<file path="src/rtl/priority_encoder_rr_if.sv">
// Request/result bundle for priority_encoder_rr: the request side (req, mode)
// and the valid/ready result side, sized by the number of request lines N.
interface priority_encoder_rr_if #(
  parameter int N = 8
);
  localparam int IDX_W = (N > 1) ? $clog2(N) : 1;

  logic [N-1:0]     req;
  logic             mode;
  logic             out_ready;
  logic             out_valid;
  logic [IDX_W-1:0] out_idx;
  logic [N-1:0]     out_onehot;
  logic [IDX_W-1:0] rr_ptr;

  modport master (
    output req, mode, out_ready,
    input  out_valid, out_idx, out_onehot, rr_ptr
  );

  modport slave (
    input  req, mode, out_ready,
    output out_valid, out_idx, out_onehot, rr_ptr
  );
endinterface

</file>
<file path="src/rtl/priority_encoder_rr.sv">
// Registered N-way priority encoder with fixed (MSB-first) or round-robin
// arbitration; the winner is held under a valid/ready handshake.
module priority_encoder_rr #(
  parameter int N = 8,
  localparam int IDX_W = (N > 1) ? $clog2(N) : 1
) (
  input logic                   clk,
  input logic                   rst_n,
  priority_encoder_rr_if.slave  bus
);

  typedef enum logic [0:0] {
    IDLE = 1'b0,
    HOLD = 1'b1
  } state_e;

  localparam logic [IDX_W-1:0] LAST_IDX = IDX_W'(N - 1);

  state_e           state_q;
  logic             valid_q;
  logic [IDX_W-1:0] idx_q;
  logic [N-1:0]     onehot_q;
  logic [IDX_W-1:0] rr_ptr_q;

  logic             accept_s;
  logic             req_any_s;
  logic [IDX_W-1:0] rr_ptr_d;
  logic [IDX_W-1:0] fixed_idx_s;
  logic [IDX_W-1:0] rr_hi_idx_s;
  logic [IDX_W-1:0] rr_lo_idx_s;
  logic             rr_hi_found_s;
  logic             hi_hit_s;
  logic [IDX_W-1:0] idx_d;
  logic [N-1:0]     onehot_d;

  // Pointer advance on accept, then winner selection from the advanced pointer.
  always_comb begin
    accept_s      = valid_q & bus.out_ready;
    req_any_s     = |bus.req;
    fixed_idx_s   = {IDX_W{1'b0}};
    rr_hi_idx_s   = {IDX_W{1'b0}};
    rr_lo_idx_s   = {IDX_W{1'b0}};
    rr_hi_found_s = 1'b0;
    hi_hit_s      = 1'b0;
    onehot_d      = {N{1'b0}};

    if (accept_s && bus.mode) begin
      if (idx_q == LAST_IDX) begin
        rr_ptr_d = {IDX_W{1'b0}};
      end else begin
        rr_ptr_d = idx_q + 1'b1;
      end
    end else begin
      rr_ptr_d = rr_ptr_q;
    end

    for (int k = 0; k < N; k++) begin
      fixed_idx_s = bus.req[k] ? IDX_W'(k) : fixed_idx_s;
    end

    // Descending scan leaves the lowest set index at/above the pointer in
    // rr_hi and the lowest set index overall (the wrap-around pick) in rr_lo.
    for (int k = N - 1; k >= 0; k--) begin
      hi_hit_s      = bus.req[k] && (k >= int'(rr_ptr_d));
      rr_hi_idx_s   = hi_hit_s ? IDX_W'(k) : rr_hi_idx_s;
      rr_hi_found_s = rr_hi_found_s | hi_hit_s;
      rr_lo_idx_s   = bus.req[k] ? IDX_W'(k) : rr_lo_idx_s;
    end

    if (bus.mode) begin
      idx_d = rr_hi_found_s ? rr_hi_idx_s : rr_lo_idx_s;
    end else begin
      idx_d = fixed_idx_s;
    end

    for (int k = 0; k < N; k++) begin
      onehot_d[k] = (idx_d == IDX_W'(k));
    end
  end

  // IDLE/HOLD control with registered result, valid and pointer.
  always_ff @(posedge clk or negedge rst_n) begin
    if (!rst_n) begin
      state_q  <= IDLE;
      valid_q  <= 1'b0;
      idx_q    <= {IDX_W{1'b0}};
      onehot_q <= {N{1'b0}};
      rr_ptr_q <= {IDX_W{1'b0}};
    end else begin
      rr_ptr_q <= rr_ptr_d;
      case (state_q)
        IDLE: begin
          if (req_any_s) begin
            state_q  <= HOLD;
            valid_q  <= 1'b1;
            idx_q    <= idx_d;
            onehot_q <= onehot_d;
          end else begin
            state_q  <= IDLE;
            valid_q  <= 1'b0;
          end
        end
        HOLD: begin
          if (accept_s) begin
            if (req_any_s) begin
              state_q  <= HOLD;
              valid_q  <= 1'b1;
              idx_q    <= idx_d;
              onehot_q <= onehot_d;
            end else begin
              // out_idx deliberately keeps the last winner.
              state_q  <= IDLE;
              valid_q  <= 1'b0;
              onehot_q <= {N{1'b0}};
            end
          end else begin
            state_q  <= HOLD;
            valid_q  <= 1'b1;
          end
        end
        default: begin
          state_q  <= IDLE;
          valid_q  <= 1'b0;
          onehot_q <= {N{1'b0}};
        end
      endcase
    end
  end

  assign bus.out_valid  = valid_q;
  assign bus.out_idx    = idx_q;
  assign bus.out_onehot = onehot_q;
  assign bus.rr_ptr     = rr_ptr_q;

endmodule
</file>
<file path="src/flat_wrapper.sv">
// flat-port wrapper written by rule: the top's interface ports become plain ports
module priority_encoder_rr_flat 
#(
  parameter int N = 8,
  localparam int IDX_W = (N > 1) ? $clog2(N) : 1
)
  (clk, rst_n, bus_req, bus_mode, bus_out_ready, bus_out_valid, bus_out_idx, bus_out_onehot, bus_rr_ptr);
  priority_encoder_rr_if #(.N(N)) bus_i ();
  input logic clk;
  input logic rst_n;
  input wire logic [$bits(bus_i.req)-1:0] bus_req;
  input wire logic [$bits(bus_i.mode)-1:0] bus_mode;
  input wire logic [$bits(bus_i.out_ready)-1:0] bus_out_ready;
  output wire logic [$bits(bus_i.out_valid)-1:0] bus_out_valid;
  output wire logic [$bits(bus_i.out_idx)-1:0] bus_out_idx;
  output wire logic [$bits(bus_i.out_onehot)-1:0] bus_out_onehot;
  output wire logic [$bits(bus_i.rr_ptr)-1:0] bus_rr_ptr;
  assign bus_i.req = bus_req;
  assign bus_i.mode = bus_mode;
  assign bus_i.out_ready = bus_out_ready;
  assign bus_out_valid = bus_i.out_valid;
  assign bus_out_idx = bus_i.out_idx;
  assign bus_out_onehot = bus_i.out_onehot;
  assign bus_rr_ptr = bus_i.rr_ptr;
  priority_encoder_rr #(.N(N)) u_core (.clk(clk), .rst_n(rst_n), .bus(bus_i));
endmodule
</file>
<file path="config.mk">
export PLATFORM = sky130hd
export DESIGN_NAME = priority_encoder_rr_flat
export DESIGN_NICKNAME = d
export VERILOG_FILES = /design/src/rtl/priority_encoder_rr_if.sv /design/src/rtl/priority_encoder_rr.sv /design/src/flat_wrapper.sv
export SDC_FILE = /design/constraint.sdc
export NUM_CORES = 1
export LEC_CHECK = 0
export ABC_AREA = 1
export BUFFER_PORTS_ARGS = -buffer_cell sky130_fd_sc_hd__buf_4
export CAP_MARGIN = 20
export CORE_ASPECT_RATIO = 1.25
export CORE_MARGIN = 2
export CORE_UTILIZATION = 56
export DETAILED_ROUTE_END_ITERATION = 10
export GPL_TIMING_DRIVEN = 0
export PLACE_DENSITY = 0.84
export SETUP_SLACK_MARGIN = 0.4
export SYNTH_ARGS = -nofsm -noshare
export SYNTH_HDL_FRONTEND = slang
export SYNTH_SLANG_ARGS = --single-unit
</file>
<file path="constraint.sdc">
create_clock -name clk -period 2.9 [get_ports clk]
set_input_delay 0.29 -clock clk [delete_from_list [all_inputs] [get_ports clk]]
set_output_delay 0.29 -clock clk [all_outputs]
set_load 0.005 [all_outputs]
</file>
Yosys cells after proc, flatten, opt, wreduce, memory -nomap -nowiden
Index checks and enable logic that the tools add are counted.

Register bits after elaboration: 15. Bits in latches: 0. Memory bits (writable): 0. Bits in read-only memories: 0. Bits of input ports: 12. Output and inout port bits: 15. Word-level logic and storage cells: 78. Memories kept: 0.

$add $sub $neg: 1. $mul: 0. Div/mod/pow operators: 0. $lt $le $gt $ge: 7. Equal/unequal tests: 10. Shift-type cells: 0. Multiplexer cells: 36. Bitwise operators: 9. Reductions and logical operators: 11.

Operators with widths (count): $mux W3 (27); $mux W8 (3); $pmux W8 S2 (1); $eq A3 B3 Y1 const B (5); $ge A3 B3 Y1 const A (3); $logic_and A1 B1 Y1 (8); $reduce_or A8 Y1 (1); $or A1 B1 Y1 (7); $eq A3 B2 Y1 const B (2); $ge A1 B3 Y1 const A (2); $ge A2 B3 Y1 const A (2); $pmux W3 S2 (1); $add A3 B1 Y3 const B (1); $eq A3 B1 Y1 const B (1); $logic_not A3 Y1 (1); $mux W1 (3); $ne A2 B1 Y1 const B (1); $ne A2 B2 Y1 const B (1); $pmux W1 S2 (1); $reduce_and A2 Y1 (1); $and A1 B1 Y1 (1); $not A1 Y1 (1).

Longest topological paths before layout
Word-level depth: 18. Mapped depth: 18. Depth with buffers taken out: 18.

Least setup slack after synthesis
No wires, ideal clock.

Path kind: flip-flop to flip-flop. From: register u_core.idx_q[0] (netlist: u_core.bus.out_idx[0]). To: register u_core.onehot_q[4] (netlist: u_core.bus.out_onehot[4]). Setup time: 0.118 ns. Data arrival time: 1.846 ns. Required time: 2.782 ns. Slack: 0.937 ns. Stages on the path, launching flop included: 16. Path buffers: 0. Clock period less this slack: 1.963 ns. Cell sequence: dfrtp_1 -> ha_1 -> ha_1 -> nand4_1 -> nand2_2 -> nand2_1 -> nand2_1 -> nand3_2 -> nor2_4 -> nand3_1 -> nand2_1 -> inv_2 -> nand2_4 -> nand2_4 -> nand3_1 -> nand2_1.

Cells in the longest elaborated chain, start to end: 18. Elaborated cells on any way between the ends: 39. Classes of those cells: add/sub (1); order compare (7); eq/ne (2); mux (15); bitwise (7); reduce/logical (7).

Ends and longest elaborated chain: start, declared (line priority_encoder_rr.sv:21) `logic [IDX_W-1:0] idx_q;`; start signal, assigned (line priority_encoder_rr.sv:86) `idx_q <= {IDX_W{1'b0}};`; start signal, assigned (line priority_encoder_rr.sv:96) `idx_q <= idx_d;`; start signal, assigned (line priority_encoder_rr.sv:108) `idx_q <= idx_d;`; $add A3 B1 Y3 or $eq A3 B3 Y1 (tied branches) (line priority_encoder_rr.sv:51, priority_encoder_rr.sv:48); $mux W3 * (line priority_encoder_rr.sv:48) `if (idx_q == LAST_IDX) begin`; $mux W3 * (line priority_encoder_rr.sv:47) `if (accept_s && bus.mode) begin`; via u_core.rr_ptr_d[2] (line priority_encoder_rr.sv:27) `logic [IDX_W-1:0] rr_ptr_d;`; $ge A3 B3 Y1 (line priority_encoder_rr.sv:64) `hi_hit_s = bus.req[k] && (k >= int'(rr_ptr_d));`; $logic_and A1 B1 Y1 (line priority_encoder_rr.sv:64); $mux W3 or $or A1 B1 Y1 (tied branches) (7 in series) (line priority_encoder_rr.sv:65, priority_encoder_rr.sv:66); $mux W3 * (line priority_encoder_rr.sv:71) `idx_d = rr_hi_found_s ? rr_hi_idx_s : rr_lo_idx_s;`; $mux W3 * (line priority_encoder_rr.sv:70) `if (bus.mode) begin`; $eq A3 B3 Y1 * (line priority_encoder_rr.sv:77) `onehot_d[k] = (idx_d == IDX_W'(k));`; $mux W8 (line priority_encoder_rr.sv:105) `if (req_any_s) begin`; $mux W8 (line priority_encoder_rr.sv:104) `if (accept_s) begin`; $pmux W8 S2 * (line priority_encoder_rr.sv:91) `case (state_q)`; end signal, assigned (line priority_encoder_rr.sv:97) `onehot_q <= onehot_d;`; end signal, assigned (line priority_encoder_rr.sv:109) `onehot_q <= onehot_d;`; end signal, assigned (line priority_encoder_rr.sv:114) `onehot_q <= {N{1'b0}};`; end, declared (line priority_encoder_rr.sv:22) `logic [N-1:0] onehot_q;`.

The timed path passes the listed nets; every way through them passes the cells marked *. The select of a mux whose other input is x is not followed. A chain may end at the register's enable or synchronous reset.

Final worst setup path
From: register u_core.idx_q[0] (netlist: u_core.bus.out_idx[0]). To: register u_core.onehot_q[3] (netlist: u_core.bus.out_onehot[3]).

Cells in the longest elaborated chain, start to end: 18. Elaborated cells on any way between the ends: 39. Classes of those cells: add/sub (1); order compare (7); eq/ne (2); mux (15); bitwise (7); reduce/logical (7).

Ends and longest elaborated chain (line): $add A3 B1 Y3 or $eq A3 B3 Y1 (tied branches) (priority_encoder_rr.sv:51, priority_encoder_rr.sv:48); $mux W3 * (priority_encoder_rr.sv:48); $mux W3 * (priority_encoder_rr.sv:47); via u_core.rr_ptr_d[2] (priority_encoder_rr.sv:27); $ge A3 B3 Y1 (priority_encoder_rr.sv:64); $logic_and A1 B1 Y1 (priority_encoder_rr.sv:64); $mux W3 or $or A1 B1 Y1 (tied branches) (7 in series) (priority_encoder_rr.sv:65, priority_encoder_rr.sv:66); $mux W3 * (priority_encoder_rr.sv:71); $mux W3 * (priority_encoder_rr.sv:70); $eq A3 B2 Y1 * (priority_encoder_rr.sv:77); $mux W8 (priority_encoder_rr.sv:105); $mux W8 (priority_encoder_rr.sv:104); $pmux W8 S2 * (priority_encoder_rr.sv:91).

Marks and branches as above.

==> run summary <==
Largest net degree at the start of global routing = 16
Clk slew on worst S/H paths = 0.09 ns
Worst slew margin = 64.23%
Area leader, netlist = dfrtp_1
Total gr overflow = 0
GPL Wtd Cong = 0.8443
EDFF count, synth = 0
Final hold vios = 0
Seq cells post-synth = 15
List of most frequent post-synthesis cells = 50 x nand2_1, 15 x dfrtp_1, 13 x inv_1, 13 x nand3_1, 11 x nor2_1
Clock buffer count from CTS = 3
Slowest-stage cell, CP = dfrtp_1
Placed wire-length estimate = 1.887 mm
Root buf cell = clkbuf_4
Mean Syn Cell Area = 7.155 um^2
Remaining DRCs = 0
Total iterations of the first detailed-routing run = 4
FP Rows = 17
Routed Antenna Nets = 0
Die Wd = 43.03 um
Setup Crit Path Kind = flip-flop to flip-flop
Post-CTS Resized = 0
CP Launch Point = u_core.bus.out_idx[0]
H-tree Lvls = 1
Vias in the first global route = 975
RSZ-0062 raised after global routing = false
Vias = 1,062
Die Height = 52.78 um
R2R setup slack = 0.70 ns
Int Power = 0.4097 mW
Synth Net Count = 163
Post-synth ARST share = 100.0%
Critical path endpoint category = flip-flop
Reg2reg start = u_core.bus.out_idx[0]
Core Region = 1787 um^2
Status = finished clean
P_leak = 0.7244 nW
Share of layout cells above drive strength 1 = 30.17%
CP dominant cell by count = nand2_2
Setup Buffers After CTS = 0
Grt met2 use = 42.42%
Boundary pin count = 27
Max Clock Freq = 453.7 MHz
Layout Skew = 0.0003769 ns
PortBufs = 25
Initial Utilization = 59.66%
Yosys warnings = 0
Fin. max-slew vios = 0
Sw frac = 38.98%
Count leader, synth = nand2_1
Delay of the slowest cell on the worst path = 0.43 ns
# diodes = 0
Worst slew pin tran = 0.5341 ns
Worst setup path endpoint = u_core.bus.out_onehot[3]
CTS tree = done
GRT Total Usage = 23.03%
Comb power frac = 43.5%
Top_reg_cell synth = dfrtp_1
Final WL = 2.326 mm
Hold-critical path depth = 2
NetSw = 0.2618 mW
Die Area = 2271 um^2
GR Util met3 = 2.414%
Routed WL per cell = 11.75 um
Tcrit/Tclk final = 76.00%
Post-synthesis cell area = 1066 um^2
Startpoint types = flip-flop
Clock sinks = 15
Power per cell area = 511.1 nW/um^2
Fillcell total = 161
Max cap viols = 0
Cells along the critical path = ha_1 -> ha_1 -> nand4_1 -> nand2_2 -> nand2_1 -> nand2_1 -> nand3_2 -> nor2_4 -> nand2_2 -> nand2_2 -> nand2_2 -> nor2_4 -> nand4_1 -> nand2_1
Post-synthesis cell count = 149
Initial antenna violation count = 0
CP arrival = 2.43 ns
Main area contributors after synthesis = dfrtp_1 35%, nand2_1 18%, nand3_1 6.1%
Fin crit period = 2.204 ns
Global-route wire length before repair = 3.939 mm
Critical Path Fanout Max = 5
Setup TNS = 0 ns
Initial drt markers = 19
Top-area cell type share of the netlist area = 35.21%
Tot Pwr = 0.6715 mW
Hold WC Path Type = input pin to flip-flop
Yosys cell types = 25
Setup violations, final = 0
Reg power frac = 38.5%
Crit path required time = 3.13 ns
Dpl cells = 193
VDD IR max = 0.0003399 V
Clock buffer depth = 2
Reg2Reg Depth = 14
Met1 Track Usage GR = 26.39%
Clk pwr share = 18.0%
Drt via density = 5.364
Most used routing layer = met2
Seq/Total Area, Yosys = 35.21%
Cts hold-fix bufs = 1
Area delta synth->final = 23.24%
Layout Nets = 194
Worst r2r dst = u_core.bus.out_onehot[3]
Clock latency on the worst-skew pair = 0.28 ns
Post-Layout Cell Count = 198
## state kept, by name, indices dropped and copies added (netlist names)
signal                 flops
u_core.bus.out_idx         3
u_core.bus.out_onehot      8
u_core.bus.rr_ptr          3
u_core.state_q             1
## layout by cell type (no fill, tap or decap), types with 2 or more instances in the layout
master | synthesis | routed
a21oi_1 | 2 | 2
buf_4 | 0 | 25
clkbuf_4 | 0 | 3
dfrtp_1 | 15 | 15
ha_1 | 2 | 2
inv_1 | 13 | 13
inv_2 | 2 | 2
nand2_1 | 50 | 50
nand2_2 | 9 | 9
nand2_4 | 3 | 3
nand3_1 | 13 | 13
nand3_2 | 5 | 5
nand4_1 | 7 | 7
nor2_1 | 11 | 11
nor2_4 | 2 | 2
o21ai_0 | 4 | 4
## metrics by stage
step                hold slack, ns  cell area, um^2  utilization (%)  worst slack [ns]
floorplan                -0.005591             1066                -            0.9366
global placement            0.1499             1277            71.50            0.7524
detailed placement          0.1532             1277            71.50            0.6983
CTS                         0.2515             1314            73.53            0.6770
global route                0.2548             1314            73.53            0.4914
finish                      0.2517             1314            73.53            0.6960
## kinds of logic after synthesis
| group | Yosys count | synth area share, % |
|---|---|---|
| adder cells (fa/ha/maj) | 2 | 2.347 |
| AND/OR/NAND/NOR | 103 | 48.94 |
| flip-flops | 15 | 35.21 |
| buffers and inverters | 17 | 6.103 |
| AO/OA/AOI/OAI | 12 | 7.395 |
## how the worst min path moves through the flow
stage / endpoint / start / slack (ns)
global route: u_core.state_q / bus_out_ready / 0.25
detailed placement: u_core.bus.out_idx[2] / rst_n / 0.15
global placement: u_core.bus.out_idx[2] / rst_n / 0.15
finish: u_core.state_q / bus_out_ready / 0.25
CTS: u_core.state_q / bus_out_ready / 0.25
floorplan: u_core.bus.out_idx[0] / rst_n / -0.006
## routing by layer
layer | routed length (um) | share of wire [%] | vias up
li1 | - | - | 545
met1 | 956 | 41 | 476
met2 | 1201 | 52 | 33
met3 | 104 | 4.5 | 8
met4 | 63 | 2.7 | 0
met5 | 0 | 0 | -
## critical path: cells and delay by family (launching register included)
kind | cells | cell delay (ns)
fa+ha+maj | 2 | 0.48
flops | 1 | 0.43
simple gates | 12 | 1.23
## power by group through the flow
| stage | Combinational [mW] | Clock [mW] | Sequential, mW |
|---|---|---|---|
| final | 0.292 | 0.121 | 0.258 |
| after global routing | 0.329 | 0.129 | 0.263 |
| after CTS | 0.293 | 0.123 | 0.259 |
| after detailed placement | 0.291 | 0 | 0.263 |
| after global placement | 0.283 | 0 | 0.261 |
| after floorplan | 0.187 | 0 | 0.263 |
## final cells by class
cell class	instances	area (um^2)	area share (%)
well taps	19	23.77	1.810
multi-input cells	117	625.6	47.62
plain buffers	1	5.005	0.3810
inverters	16	60.06	4.571
repair buffers	26	197.7	15.05
flip-flops and latches	15	375.4	28.57
clock buffers	4	26.28	2.000
Note: power is estimated with default switching activity, not from simulation.
